$ cat src/rtl/pong_pkg.sv
// ---------------------------------------------------------------
// pong_pkg : shared codes for the pong match sequencer
// Rev 1.0
// ---------------------------------------------------------------
`default_nettype none

package pong_pkg;

  typedef enum logic [1:0] {
    ST_IDLE     = 2'd0,
    ST_SERVE    = 2'd1,
    ST_PLAY     = 2'd2,
    ST_GAMEOVER = 2'd3
  } fsm_e;

  localparam logic [1:0] GOAL_NONE    = 2'b00;
  localparam logic [1:0] GOAL_ILLEGAL = 2'b01;
  localparam logic [1:0] GOAL_RWALL   = 2'b10;
  localparam logic [1:0] GOAL_LWALL   = 2'b11;

  localparam logic [1:0] ADV_RAND  = 2'b00;
  localparam logic [1:0] ADV_RIGHT = 2'b10;
  localparam logic [1:0] ADV_LEFT  = 2'b11;

  localparam logic [1:0] WIN_NONE  = 2'b00;
  localparam logic [1:0] WIN_LEFT  = 2'b01;
  localparam logic [1:0] WIN_RIGHT = 2'b10;

  function automatic logic [3:0] sat_inc(input logic [3:0] s);
    return (s == 4'hF) ? 4'hF : s + 4'd1;
  endfunction

endpackage

`default_nettype wire

$ cat src/rtl/pong_tick_gen.sv
// ---------------------------------------------------------------
// pong_tick_gen : free-running divider, one-cycle tick at wrap
// Rev 1.0
// ---------------------------------------------------------------
`default_nettype none

module pong_tick_gen #(
  parameter int TICK_DIV = 220000
) (
  input  logic clk,
  input  logic rst,
  output logic tick
);

  localparam int CW = (TICK_DIV > 1) ? $clog2(TICK_DIV) : 1;
  localparam logic [CW-1:0] LAST = CW'(TICK_DIV - 1);

  logic [CW-1:0] cnt_q, cnt_d;

  always_comb begin
    tick  = (cnt_q == LAST);
    cnt_d = tick ? '0 : cnt_q + CW'(1);
  end

  always_ff @(posedge clk or posedge rst) begin
    if (rst) cnt_q <= '0;
    else     cnt_q <= cnt_d;
  end

endmodule

`default_nettype wire

$ cat src/rtl/pong_match_ctrl.sv
// ---------------------------------------------------------------
// pong_match_ctrl : serve timing, scoring and winner detection
// Rev 1.0
// ---------------------------------------------------------------
`default_nettype none

module pong_match_ctrl
  import pong_pkg::*;
#(
  parameter int TICK_DIV    = 220000,
  parameter int SERVE_TICKS = 250,
  parameter int WIN_SCORE   = 7
) (
  input  logic       clk,
  input  logic       rst,
  input  logic       start,
  input  logic [1:0] goal,
  output logic       state,
  output logic [1:0] adv,
  output logic [3:0] score_left,
  output logic [3:0] score_right,
  output logic [1:0] winner,
  output logic       serving,
  output logic [1:0] fsm
);

  localparam int SC_W = (SERVE_TICKS > 0) ? $clog2(SERVE_TICKS + 1) : 1;
  localparam logic [SC_W-1:0] SERVE_LOAD = SC_W'(SERVE_TICKS);
  localparam logic [3:0]      WIN_VAL    = 4'(WIN_SCORE);

  logic tick;

  pong_tick_gen #(.TICK_DIV(TICK_DIV)) u_tick (
    .clk  (clk),
    .rst  (rst),
    .tick (tick)
  );

  fsm_e            fsm_q, fsm_d;
  logic            sync1_q, sync1_d, sync2_q, sync2_d, sync3_q, sync3_d;
  logic [1:0]      g1_q, g1_d, g2_q, g2_d;
  logic [SC_W-1:0] serve_cnt_q, serve_cnt_d;
  logic [3:0]      score_l_q, score_l_d, score_r_q, score_r_d;
  logic [1:0]      adv_q, adv_d, winner_q, winner_d;
  logic [3:0]      inc_score;
  logic            start_evt, goal_evt;

  always_comb begin
    sync1_d     = start;
    sync2_d     = sync1_q;
    sync3_d     = sync2_q;
    g1_d        = goal;
    g2_d        = g1_q;
    fsm_d       = fsm_q;
    serve_cnt_d = serve_cnt_q;
    score_l_d   = score_l_q;
    score_r_d   = score_r_q;
    adv_d       = adv_q;
    winner_d    = winner_q;
    inc_score   = '0;

    start_evt = sync2_q & ~sync3_q;
    // Only the first cycle of a non-zero, legal code counts; 01 never does.
    goal_evt  = (g1_q != GOAL_NONE) && (g1_q != GOAL_ILLEGAL) &&
                (g2_q == GOAL_NONE) && (fsm_q == ST_PLAY);

    case (fsm_q)
      ST_IDLE: begin
        if (start_evt) begin
          fsm_d       = ST_SERVE;
          serve_cnt_d = SERVE_LOAD;
          adv_d       = ADV_RAND;
        end
      end
      ST_SERVE: begin
        if (tick) begin
          // <= 1 also covers a zero-length serve delay
          if (serve_cnt_q <= SC_W'(1)) fsm_d = ST_PLAY;
          else                         serve_cnt_d = serve_cnt_q - SC_W'(1);
        end
      end
      ST_PLAY: begin
        if (goal_evt) begin
          if (g1_q == GOAL_LWALL) begin
            inc_score = sat_inc(score_r_q);
            score_r_d = inc_score;
            adv_d     = ADV_LEFT;
          end else begin
            inc_score = sat_inc(score_l_q);
            score_l_d = inc_score;
            adv_d     = ADV_RIGHT;
          end
          if (inc_score == WIN_VAL) begin
            fsm_d    = ST_GAMEOVER;
            winner_d = (g1_q == GOAL_LWALL) ? WIN_RIGHT : WIN_LEFT;
          end else begin
            fsm_d       = ST_SERVE;
            serve_cnt_d = SERVE_LOAD;
          end
        end
      end
      ST_GAMEOVER: begin
        if (start_evt) begin
          fsm_d       = ST_SERVE;
          serve_cnt_d = SERVE_LOAD;
          score_l_d   = '0;
          score_r_d   = '0;
          winner_d    = WIN_NONE;
          adv_d       = ADV_RAND;
        end
      end
      default: fsm_d = ST_IDLE;
    endcase
  end

  always_ff @(posedge clk or posedge rst) begin
    if (rst) begin
      fsm_q       <= ST_IDLE;
      sync1_q     <= 1'b0;
      sync2_q     <= 1'b0;
      sync3_q     <= 1'b0;
      g1_q        <= GOAL_NONE;
      g2_q        <= GOAL_NONE;
      serve_cnt_q <= '0;
      score_l_q   <= '0;
      score_r_q   <= '0;
      adv_q       <= ADV_RAND;
      winner_q    <= WIN_NONE;
    end else begin
      fsm_q       <= fsm_d;
      sync1_q     <= sync1_d;
      sync2_q     <= sync2_d;
      sync3_q     <= sync3_d;
      g1_q        <= g1_d;
      g2_q        <= g2_d;
      serve_cnt_q <= serve_cnt_d;
      score_l_q   <= score_l_d;
      score_r_q   <= score_r_d;
      adv_q       <= adv_d;
      winner_q    <= winner_d;
    end
  end

  assign state       = (fsm_q == ST_PLAY);
  assign serving     = (fsm_q == ST_SERVE);
  assign fsm         = fsm_q;
  assign adv         = adv_q;
  assign score_left  = score_l_q;
  assign score_right = score_r_q;
  assign winner      = winner_q;

endmodule

`default_nettype wire

$ cat config.mk
export PLATFORM = sky130hd
export DESIGN_NAME = pong_match_ctrl
export DESIGN_NICKNAME = d
export VERILOG_FILES = /design/src/rtl/pong_pkg.sv /design/src/rtl/pong_tick_gen.sv /design/src/rtl/pong_match_ctrl.sv
export SDC_FILE = /design/constraint.sdc
export NUM_CORES = 1
export LEC_CHECK = 0
export BUFFER_PORTS_ARGS = -buffer_cell sky130_fd_sc_hd__buf_2
export CELL_PAD_IN_SITES_DETAIL_PLACEMENT = 1
export CELL_PAD_IN_SITES_GLOBAL_PLACEMENT = 1
export CORE_MARGIN = 5
export CORE_UTILIZATION = 45
export CTS_BUF_LIST = sky130_fd_sc_hd__clkbuf_4
export CTS_CLUSTER_DIAMETER = 100
export DETAILED_ROUTE_END_ITERATION = 6
export PLACE_DENSITY = 0.78
export SYNTH_ARGS = -nofsm -noshare
export SYNTH_HDL_FRONTEND = slang
export SYNTH_SLANG_ARGS = --single-unit
$ cat constraint.sdc
create_clock -name clk -period 2.5 [get_ports clk]
set_clock_uncertainty 0.15 [all_clocks]
set_input_delay 0.375 -clock clk [delete_from_list [all_inputs] [get_ports clk]]
set_output_delay 0.375 -clock clk [all_outputs]
set_load 0.01 [all_outputs]
==> impl_results.rst <==
.. list-table::
   :header-rows: 1

   * - Metric
     - Value
   * - Yosys reg bits
     - 47
   * - Global Route Usage Sum
     - between 15 and 20%
   * - Die width
     - ~84 µm
   * - Dominant cell type by area after synthesis
     - sky130_fd_sc_hd__dfrtp_1
   * - Vias in the first global route
     - about 2100
   * - Top cell type's share of synthesized area
     - 47.8%
   * - Maximum number of buffers from clock root to sink
     - 2
   * - Slew Limit Headroom
     - a little under three fifths
   * - Total power consumption of the routed design
     - 2.54 mW
   * - VDD IR max
     - between 300 and 400 µV
   * - Final Critical Period
     - between 2000 and 2500 ps
   * - Fill cell total of the finished layout
     - 619
   * - Cell-internal power
     - about 1.5 mW
   * - Number of enable-type register cells in the synthesized netlist
     - 0
   * - Worst r2r path cells
     - 7
   * - Number of buffers created by CTS
     - 5
   * - Run status
     - complete, no violations
   * - Total global routing overflow
     - 0
   * - Total negative setup slack
     - 0 ps
   * - Global-route wire length before repair
     - roughly 10000 µm
   * - Sequential cell area
     - 1180 µm²
   * - Type of the worst setup path
     - reg -> reg
   * - Worst flop-to-flop path startpoint
     - score_left[1]
   * - RR Endpoint
     - serve_cnt_q[3]
   * - Most frequently used flop master after synthesis
     - sky130_fd_sc_hd__dfrtp_1
   * - Maximum number of pins on one net before global-route repair
     - 18
   * - Nature of the critical path endpoint
     - flop
   * - Worst min path class
     - reg -> reg
   * - Routed WL
     - about 5900 µm
   * - Area occupied by multi-input gates
     - roughly 1200 µm²
   * - Cell area after synthesis
     - ~2500 µm²
   * - Root Buffer Master
     - sky130_fd_sc_hd__clkbuf_4
   * - Cell Rows
     - 27
   * - Antenna violations before repair
     - 0
   * - Number of DRC violations after detailed routing
     - 0
   * - Final #Nets
     - between 200 and 300
   * - Die outline height
     - approximately 84 µm
   * - Switching power
     - about 1 mW
   * - Clock tree from TritonCTS
     - built
   * - Fraction of the yosys area taken by sequential cells
     - between 40% and 50%
   * - Clock Latency Late Sink
     - approximately 370 ps
   * - Clock network power share
     - between 10% and 20%
   * - Kind of start point of the critical path
     - flop
   * - Finish-stage setup viols
     - 0
   * - Power density of the placed cells
     - roughly 890 nW/µm²
   * - Clock transition at the register clock pins on the worst setup and hold paths after CTS
     - between 150 and 200 ps
   * - Final design instance area without fill
     - around 2800 µm²
   * - Fraction of layout instances using a drive strength above 1
     - 20.7%
   * - Leading cell types by total area after synthesis
     - sky130_fd_sc_hd__dfrtp_1 48%, sky130_fd_sc_hd__nor2_1 4.3%, sky130_fd_sc_hd__ha_1 4.1%
   * - Fmax achieved
     - between 400 and 500 MHz
   * - Via-per-instance ratio
     - between 5 and 6
   * - Antenna diodes
     - 0
   * - CORE AREA
     - 5410 µm²
   * - MaxCap Viol Count
     - 0
   * - Post-Syn Nets
     - ~250
   * - Required time at the endpoint of the critical path
     - ~2600 ps
   * - Slack of the worst reg-to-reg path
     - 130 ps
   * - Share of total power in sequential cells
     - between 40% and 50%
   * - Number of ports placed on the die boundary
     - 21
   * - Actual transition at the worst max-transition pin
     - approximately 650 ps
   * - Gate power share
     - 38.8%
   * - Detailed-placement wirelength estimate
     - ~4300 µm
   * - Area of the die
     - approximately 7000 µm²
   * - Switching share of total power
     - about two fifths
   * - Number of DRC markers in iteration 0
     - between 90 and 100
   * - Gp weighted congestion
     - roughly 0.85
   * - Average routed wire per standard cell
     - roughly 17 µm
   * - Final Hold Vio Count
     - 0
   * - Synthesized area divided by synthesized cell count
     - around 10 µm²
   * - Leakage power summed over all cells
     - roughly 1.3 nW
   * - Hold path startpoint
     - sync1_q
   * - Area delta synth->final
     - 15.3%
   * - First-pass iteration count of the detailed router
     - 4
   * - Instance count along the most critical hold path
     - 0
   * - Total number of yosys warnings
     - 0
   * - Critical Path AT
     - around 2500 ps
   * - Via total after detailed routing
     - ~2000
   * - Gate Count Post-Synth
     - between 200 and 250
   * - H-tree Lvls
     - 2
   * - Num Clock Sinks
     - 47
   * - Final worst-path cycle share
     - 94.9%
   * - Endpoint, Worst Hold
     - sync2_q
   * - Post-CTS setup buffer count
     - 0
   * - Number of buffer cells added on primary ports
     - 20
   * - Detail Route Antenna Nets
     - 0
   * - Count of different cell masters after synthesis
     - 46
   * - Cell area reported after detailed placement
     - 2700 µm²
   * - Starting density of the core
     - 45.5%
   * - Fraction of registers with async set or reset after synthesis
     - 100%
   * - Peak fanout along the critical path
     - 7
   * - Fin. max-slew vios
     - 0
   * - Worst-case hold slack
     - approximately 220 ps
## logic make-up (layout without fill, tap and decap cells)
group	after synthesis	in the layout	share of synthesized area [%]
adder cells (fa/ha/maj)	8	8	4.07
flip-flops	47	47	47.8
AND/OR/NAND/NOR	93	93	19.9
AO/OA/AOI/OAI	42	42	13.4
buffers and inverters	22	58	3.66
XOR/XNOR	16	16	5.70
multiplexers	12	12	5.49
## per-stage QoR
step | utilization (%) | worst slack [ps] | instances
4_1_cts | 52.2 | 105 | 348
2_1_floorplan | - | 199 | 240
3_3_place_gp | 49.9 | 213 | 336
5_1_grt | 52.5 | -5.10 | 348
6_report | 52.5 | 128 | 348
3_5_place_dp | 49.9 | 134 | 336
## critical path: stages (launching register included)
cell and delay [ps]:
sky130_fd_sc_hd__dfrtp_1 440, sky130_fd_sc_hd__ha_1 250, sky130_fd_sc_hd__and3b_1 250, sky130_fd_sc_hd__a2111oi_4 70, sky130_fd_sc_hd__a22o_2 320, sky130_fd_sc_hd__a211o_1 370
sky130_fd_sc_hd__buf_4 180, sky130_fd_sc_hd__a211oi_1 240
## synth_stat cells, types with 3 or more instances
cell and instances:
sky130_fd_sc_hd__dfrtp_1 47, sky130_fd_sc_hd__nor2_1 28, sky130_fd_sc_hd__nand3_1 18, sky130_fd_sc_hd__inv_1 15, sky130_fd_sc_hd__xor2_1 11, sky130_fd_sc_hd__a21oi_1 8
sky130_fd_sc_hd__ha_1 8, sky130_fd_sc_hd__mux2_2 8, sky130_fd_sc_hd__nand2_1 8, sky130_fd_sc_hd__nor3_1 8, sky130_fd_sc_hd__a2111oi_0 6, sky130_fd_sc_hd__clkbuf_1 6
sky130_fd_sc_hd__nand2b_1 6, sky130_fd_sc_hd__a211oi_1 5, sky130_fd_sc_hd__xnor2_1 5, sky130_fd_sc_hd__and2_1 3, sky130_fd_sc_hd__and3_1 3, sky130_fd_sc_hd__mux2i_1 3
sky130_fd_sc_hd__nand4_1 3, sky130_fd_sc_hd__nor2b_1 3, sky130_fd_sc_hd__o21ai_0 3
## what timing repair did
item,CTS,global route
setup endpoints to repair,0,1
endpoints found under the hold margin,16,0
gates resized for setup,0,1
hold buffers,4,0
## layout by cell type, fill, tap and decap left out, types with 6 or more instances in the layout
cell type / instances
sky130_fd_sc_hd__a2111oi_0: 6
sky130_fd_sc_hd__inv_1: 14
sky130_fd_sc_hd__nand2_1: 8
sky130_fd_sc_hd__nand3_1: 18
sky130_fd_sc_hd__a21oi_1: 8
sky130_fd_sc_hd__buf_2: 20
sky130_fd_sc_hd__nor3_1: 8
sky130_fd_sc_hd__mux2_2: 8
sky130_fd_sc_hd__ha_1: 8
sky130_fd_sc_hd__dfrtp_1: 47
sky130_fd_sc_hd__xor2_1: 11
sky130_fd_sc_hd__nand2b_1: 6
sky130_fd_sc_hd__nor2_1: 28
sky130_fd_sc_hd__buf_4: 11
## worst max-delay path by stage
stage / startpoint / endpoint / slack, ps
CTS: score_left[1] / winner[1] / 100
detailed placement: score_left[1] / winner[1] / 130
finish: score_left[1] / serve_cnt_q[3] / 130
global placement: score_left[1] / serve_cnt_q[1] / 210
floorplan: score_left[0] / serve_cnt_q[1] / 200
global route: score_left[1] / serve_cnt_q[4] / -5
## routing by layer
layer | part of all wire (%) | wire [µm] | GRT usage, % | up-vias
met5 | 0 | 0 | 0 | -
met4 | 1.3 | 79 | 5.26 | 0
met3 | 2.6 | 151 | 3.06 | 8
met2 | 50 | 2930 | 30.4 | 33
met1 | 46 | 2700 | 22.7 | 1006
li1 | - | - | - | 932
## final cells by class
| cell class | instances | area share, % |
|---|---|---|
| Timing Repair Buffer | 35 | 7.85 |
| Inverter | 15 | 1.99 |
| Multi-Input combinational cell | 171 | 42.5 |
| Sequential cell | 47 | 41.5 |
| Clock inverter | 3 | 1.68 |
| Clock buffer | 5 | 1.32 |
| Tap cell | 72 | 3.18 |
## state kept, by name, indices dropped and copies added, names as in the netlist, 2 cells and up
signal	flops
u_tick.cnt_q	18
serve_cnt_q	8
score_left	4
score_right	4
adv	2
fsm	2
g1_q	2
g2_q	2
winner	2
## power groups by stage
stage / clock, mW / sequential (mW) / combinational [mW]
2_1_floorplan: 0 / 1.07 / 0.642
3_3_place_gp: 0 / 1.06 / 0.924
5_1_grt: 0.542 / 1.09 / 1.11
4_1_cts: 0.508 / 1.06 / 0.971
6_report: 0.488 / 1.06 / 0.985
3_5_place_dp: 0 / 1.08 / 0.961
Note: power is estimated with default switching activity, not from simulation.
